File: config.mk
export PLATFORM = sky130hd
export DESIGN_NAME = alu_share_arbiter
export DESIGN_NICKNAME = d
export VERILOG_FILES = /design/src/rtl/alu_share_arbiter.sv
export SDC_FILE = /design/constraint.sdc
export NUM_CORES = 1
export LEC_CHECK = 0
export CAP_MARGIN = 20
export CORE_AREA = 2 2 124 126
export DETAILED_ROUTE_END_ITERATION = 12
export DIE_AREA = 0 0 126 128
export GPL_ROUTABILITY_DRIVEN = 0
export GPL_TIMING_DRIVEN = 0
export HOLD_SLACK_MARGIN = 0.08
export PLACE_DENSITY = 0.65
export SLEW_MARGIN = 20
export SYNTH_ARGS = -nofsm -noshare
export SYNTH_HDL_FRONTEND = slang
export SYNTH_SLANG_ARGS = --single-unit
File: constraint.sdc
create_clock -name clk -period 1.6 [get_ports clk]
set_input_delay 0.16 -clock clk [delete_from_list [all_inputs] [get_ports clk]]
set_output_delay 0.16 -clock clk [all_outputs]
set_load 0.005 [all_outputs]
File: src/rtl/alu_share_arbiter.sv
`default_nettype none
// ============================================================================
//  Module   : alu_share_arbiter
//  Purpose  : Time-shares one combinational ALU between two requesters.
//             Round-robin grant per cycle, ALU operand/control muxing, and a
//             one-entry registered response slot per requester with a
//             valid/ready return handshake.
//  Revision : 1.0  initial release
// ============================================================================
module alu_share_arbiter #(
    parameter int DATA_W = 32,
    parameter int CTL_W  = 5
) (
    input  logic              clk,
    input  logic              rst_n,

    // Requester 0
    input  logic              req_valid_0,
    output logic              req_ready_0,
    input  logic [DATA_W-1:0] req_in1_0,
    input  logic [DATA_W-1:0] req_in2_0,
    input  logic [CTL_W-1:0]  req_ctl_0,
    input  logic              req_sign_0,
    output logic              rsp_valid_0,
    input  logic              rsp_ready_0,
    output logic [DATA_W-1:0] rsp_data_0,
    output logic              rsp_zero_0,

    // Requester 1
    input  logic              req_valid_1,
    output logic              req_ready_1,
    input  logic [DATA_W-1:0] req_in1_1,
    input  logic [DATA_W-1:0] req_in2_1,
    input  logic [CTL_W-1:0]  req_ctl_1,
    input  logic              req_sign_1,
    output logic              rsp_valid_1,
    input  logic              rsp_ready_1,
    output logic [DATA_W-1:0] rsp_data_1,
    output logic              rsp_zero_1,

    // Shared combinational ALU
    output logic [DATA_W-1:0] alu_in1,
    output logic [DATA_W-1:0] alu_in2,
    output logic [CTL_W-1:0]  alu_ctl,
    output logic              alu_sign,
    input  logic [DATA_W-1:0] alu_out,
    input  logic              alu_zero
);

    localparam int c_NUM_REQ = 2;

    // ------------------------------------------------------------------
    // Per-requester views packed into vectors/arrays so the slot logic
    // below can be written once and iterated.
    // ------------------------------------------------------------------
    logic [c_NUM_REQ-1:0] w_req_valid;
    logic [c_NUM_REQ-1:0] w_rsp_ready;
    logic [c_NUM_REQ-1:0] w_free;
    logic [c_NUM_REQ-1:0] w_elig;
    logic [c_NUM_REQ-1:0] w_grant;

    logic [DATA_W-1:0]    w_in1  [c_NUM_REQ];
    logic [DATA_W-1:0]    w_in2  [c_NUM_REQ];
    logic [CTL_W-1:0]     w_ctl  [c_NUM_REQ];
    logic [c_NUM_REQ-1:0] w_sign;

    // Round-robin pointer: names the requester that wins a tie.
    logic                 r_prio;

    // Response slots.
    logic [c_NUM_REQ-1:0] r_rsp_valid;
    logic [DATA_W-1:0]    r_rsp_data [c_NUM_REQ];
    logic [c_NUM_REQ-1:0] r_rsp_zero;

    assign w_req_valid = {req_valid_1, req_valid_0};
    assign w_rsp_ready = {rsp_ready_1, rsp_ready_0};
    assign w_sign      = {req_sign_1,  req_sign_0};

    assign w_in1[0] = req_in1_0;
    assign w_in1[1] = req_in1_1;
    assign w_in2[0] = req_in2_0;
    assign w_in2[1] = req_in2_1;
    assign w_ctl[0] = req_ctl_0;
    assign w_ctl[1] = req_ctl_1;

    // ------------------------------------------------------------------
    // Eligibility: a requester may only be granted when its response slot
    // is empty or is being drained in this very cycle, so a result is never
    // overwritten before the requester has taken it. A stuck slot only
    // blocks its own requester.
    // ------------------------------------------------------------------
    assign w_free = ~r_rsp_valid | w_rsp_ready;
    assign w_elig = w_req_valid & w_free;

    // ------------------------------------------------------------------
    // Round-robin grant. A lone eligible requester always wins; on a tie
    // the pointer decides. The two terms are mutually exclusive, so at most
    // one grant is issued per cycle.
    // ------------------------------------------------------------------
    assign w_grant[0] = w_elig[0] & (~w_elig[1] | ~r_prio);
    assign w_grant[1] = w_elig[1] & (~w_elig[0] |  r_prio);

    assign req_ready_0 = w_grant[0];
    assign req_ready_1 = w_grant[1];

    // Steer the granted requester's operation onto the ALU; idle drives zeros.
    always_comb begin
        alu_in1  = '0;
        alu_in2  = '0;
        alu_ctl  = '0;
        alu_sign = 1'b0;
        if (w_grant[0]) begin
            alu_in1  = w_in1[0];
            alu_in2  = w_in2[0];
            alu_ctl  = w_ctl[0];
            alu_sign = w_sign[0];
        end else if (w_grant[1]) begin
            alu_in1  = w_in1[1];
            alu_in2  = w_in2[1];
            alu_ctl  = w_ctl[1];
            alu_sign = w_sign[1];
        end
    end

    // Pointer moves to the other requester after every grant, holds otherwise.
    always_ff @(posedge clk or negedge rst_n) begin
        if (!rst_n) begin
            r_prio <= 1'b0;
        end else if (w_grant[0]) begin
            r_prio <= 1'b1;
        end else if (w_grant[1]) begin
            r_prio <= 1'b0;
        end
    end

    // ------------------------------------------------------------------
    // Response slots: a grant loads the ALU result (taking precedence over
    // a same-cycle drain so the slot stays valid), a drain alone clears the
    // valid flag while data/zero keep their last values.
    // ------------------------------------------------------------------
    always_ff @(posedge clk or negedge rst_n) begin
        if (!rst_n) begin
            r_rsp_valid <= '0;
            r_rsp_zero  <= '0;
            for (int i = 0; i < c_NUM_REQ; i++) begin
                r_rsp_data[i] <= '0;
            end
        end else begin
            for (int i = 0; i < c_NUM_REQ; i++) begin
                if (w_grant[i]) begin
                    r_rsp_valid[i] <= 1'b1;
                    r_rsp_data[i]  <= alu_out;
                    r_rsp_zero[i]  <= alu_zero;
                end else if (w_rsp_ready[i]) begin
                    r_rsp_valid[i] <= 1'b0;
                end
            end
        end
    end

    assign rsp_valid_0 = r_rsp_valid[0];
    assign rsp_valid_1 = r_rsp_valid[1];
    assign rsp_data_0  = r_rsp_data[0];
    assign rsp_data_1  = r_rsp_data[1];
    assign rsp_zero_0  = r_rsp_zero[0];
    assign rsp_zero_1  = r_rsp_zero[1];

endmodule
`default_nettype wire
==> impl_metrics.py <==
metrics = {
    "status": {
        "status": "finished with violations",
        "violations": "setup timing",
    },
    "critical_path": {
        "critPathKind": "flop to output pin",
        "critPathRequiredTime_ps": 1440,
        "critical_path_arrival_ps": 1920,
        "critPathCaptureType": "output pin",
        "crit_fanout": 5,
        "critPathLaunchType": "flop",
    },
    "placed_design": {
        "dp.cells": 745,
        "place_area_mm2": 0.00676,
        "place_ws_ps": -1200,
        "io_buffers": 318,
        "dp_hpwl_um": 12300,
    },
    "clock_tree": {
        "clock-sinks": 69,
        "htree_levels": 3,
        "cts_tree": "done",
        "cts_root_buf": "clkbuf_16",
        "cts_buffers": 9,
        "clkSlewWorstSetupHoldPaths_ps": 60,
        "clockBufferDepth": 2,
        "clock_latency_ps": 330,
    },
    "power": {
        "clkPwrFrac": 0.244,
        "swShare": 0.274,
        "switchingPower_mw": 2.28,
        "ir_drop_mv": 0.695,
        "combPwrFrac": 0.458,
        "power.density_mw_per_mm2": 1100,
        "power_leakage_nw": 3.39,
        "intPower_mw": 6.07,
        "p_total_mw": 8.35,
        "seqPwrFrac": 0.298,
    },
    "die": {
        "dieArea_mm2": 0.0161,
        "start_util": 0.223,
        "fp.dieW_um": 126,
        "placeableCoreArea_mm2": 0.0149,
        "rows": 45,
        "die_y_um": 128,
        "io_pins": 319,
    },
    "layout": {
        "fin_util": 0.512,
        "fin_nets": 782,
        "fillers": 1325,
        "area_growth_syn_to_layout_pct": 130,
        "fin_area_mm2": 0.00760,
        "final_cells": 796,
        "antennaDiodeCount": 0,
        "drive_gt1_frac": 0.363,
    },
    "synthesis": {
        "synthTopCellsByCount": "a22o_1 (70), dfrtp_1 (69), mux2_2 (61)",
        "ys_ff_latch": 69,
        "synth_top_area_frac": 0.522,
        "synth_ff_type": "dfrtp_1",
        "yosys-top-cells-area": "dfrtp_1 (52%), mux2_2 (21%), a22o_1 (19%)",
        "seq_area_frac_synth": 0.522,
        "async_reset_ff_frac": 1.00,
        "avgSynthCellArea_um2": 13.9,
        "synth_edf_count": 0,
        "yosys_warnings": 0,
        "synth.most_common_cell": "a22o_1",
        "syn_nets": 417,
        "yosysUniqueCellTypes": 16,
        "netlist_instances": 238,
        "syn_area_mm2": 0.00331,
        "yosys.area.top_type": "dfrtp_1",
    },
    "sta": {
        "tns_ps": -37610,
        "rsz0062_at_grt": "true",
        "maxSlewHeadroom": 0.729,
        "fin_crit_sh": 1.30,
        "setup_violations": 138,
        "setup_slack_ps": -477,
        "drv_slew": 0,
        "max_freq_mhz": 481,
        "worstMarginPinSlew_ps": 406,
        "whs_ps": 309,
        "final-hold-violation-count": 0,
        "fin_crit_ps": 2080,
        "finClkSkew_ps": 4.91,
    },
    "grt": {
        "grt_max_degree": 41,
        "grt_pass1_wl_um": 23700,
        "grt.total_usage": 0.194,
        "grt_pass1_vias": 3997,
        "antenna_found_initial": 0,
        "gr-total-overflow": 0,
    },
    "route": {
        "drt_iter0_markers": 120,
        "dr.pass1.iters": 5,
        "drc_errors": 0,
        "via_count": 3671,
        "via_per_inst": 4.61,
        "drtAntennaViolNets": 0,
        "route.detailed.wl_per_inst_um": 20.7,
        "routed_wl_um": 16400,
    },
    "flow_run": {
        "cap_violations": 0,
    },
    "worst_hold_path": {
        "hold_path.class": "input pin to asynchronous set/reset pin",
    },
}
## worst max-delay path, cell delays in order, from the launching register on
cell	delay, ps
dfrtp_2	440
a311oi_4	390
buf_6	180
buf_6	110
buf_6	100
buf_6	100
a22o_1	150
buf_2	120
## per-layer routing
metal / up-vias / track usage / part of all wire
li1: 1651 / - / -
met1: 1828 / 0.230 / 0.40
met2: 169 / 0.349 / 0.52
met3: 23 / 0.0455 / 0.065
met4: 0 / 0.0556 / 0.017
met5: - / 0 / 0
## cells by family after synthesis
kind of cell	count (synthesis)	share of synthesized area
muxes	66	0.225
DFF	69	0.522
and+or+nand+nor	3	0.0102
buffers and inverters	25	0.0435
AOI/OAI and AO/OA	75	0.200
## layout make-up
class / instances / area, µm² / share of cell area
tap: 188 / 235 / 0.0309
clock inverter: 6 / 71.3 / 0.00938
inverter: 2 / 7.51 / 0.000987
buffer: 20 / 284 / 0.0374
clock buffer: 10 / 239 / 0.0314
sequential: 69 / 1730 / 0.227
multi-input combinational: 144 / 1600 / 0.210
timing repair buffer: 357 / 3440 / 0.452
## power groups by stage
| stage | clock (mW) | sequential, mW | combinational [mW] |
|---|---|---|---|
| after floorplan | 0 | 2.51 | 1.04 |
| after global placement | 0 | 2.46 | 3.31 |
| after detailed placement | 0 | 2.49 | 3.34 |
| after CTS | 2.08 | 2.49 | 3.76 |
| after global routing | 2.18 | 2.55 | 4.04 |
| final | 2.04 | 2.49 | 3.82 |
## final timing paths
check                         startpoint             end  slack (ps)  cells past startpoint
setup / recovery                  r_prio      alu_in1[4]        -480                      7
min in group clk             rsp_ready_1  r_rsp_valid[1]         440                      3
max in group asynchronous          rst_n   rsp_data_1[2]         730                      3
setup reg to reg                  r_prio  rsp_data_0[24]        -300                      7
hold reg to reg            rsp_data_1[4]   rsp_data_1[4]         500                      1
hold / removal                     rst_n  rsp_data_0[23]         310                      2
## state kept, by name (all words and copies together), names as in the netlist
signal       flops
r_rsp_valid      2
rsp_data_1      32
r_rsp_zero       2
rsp_data_0      32
r_prio           1
## repair_timing
| item | in CTS | in global routing |
|---|---|---|
| setup endpoints to repair | 134 | 131 |
| hold buffers | 1 | 0 |
| pin swaps | 26 | 37 |
| cloned | 7 | 6 |
| buffers inserted | 20 | 10 |
| resized for setup | 366 | 29 |
| endpoints found under the hold margin | 29 | 0 |
## cell usage in the layout (no fill, tap or decap), types with 3 or more instances in the layout
| cell | n |
|---|---|
| mux2_2 | 32 |
| buf_6 | 20 |
| buf_2 | 57 |
| clkbuf_2 | 11 |
| buf_4 | 11 |
| clkdlybuf4s50_1 | 245 |
| buf_12 | 7 |
| buf_8 | 15 |
| buf_16 | 3 |
| mux2_4 | 34 |
| dfrtp_1 | 68 |
| clkbuf_16 | 15 |
| a22o_1 | 69 |
Power figures use the tool's default switching activity.
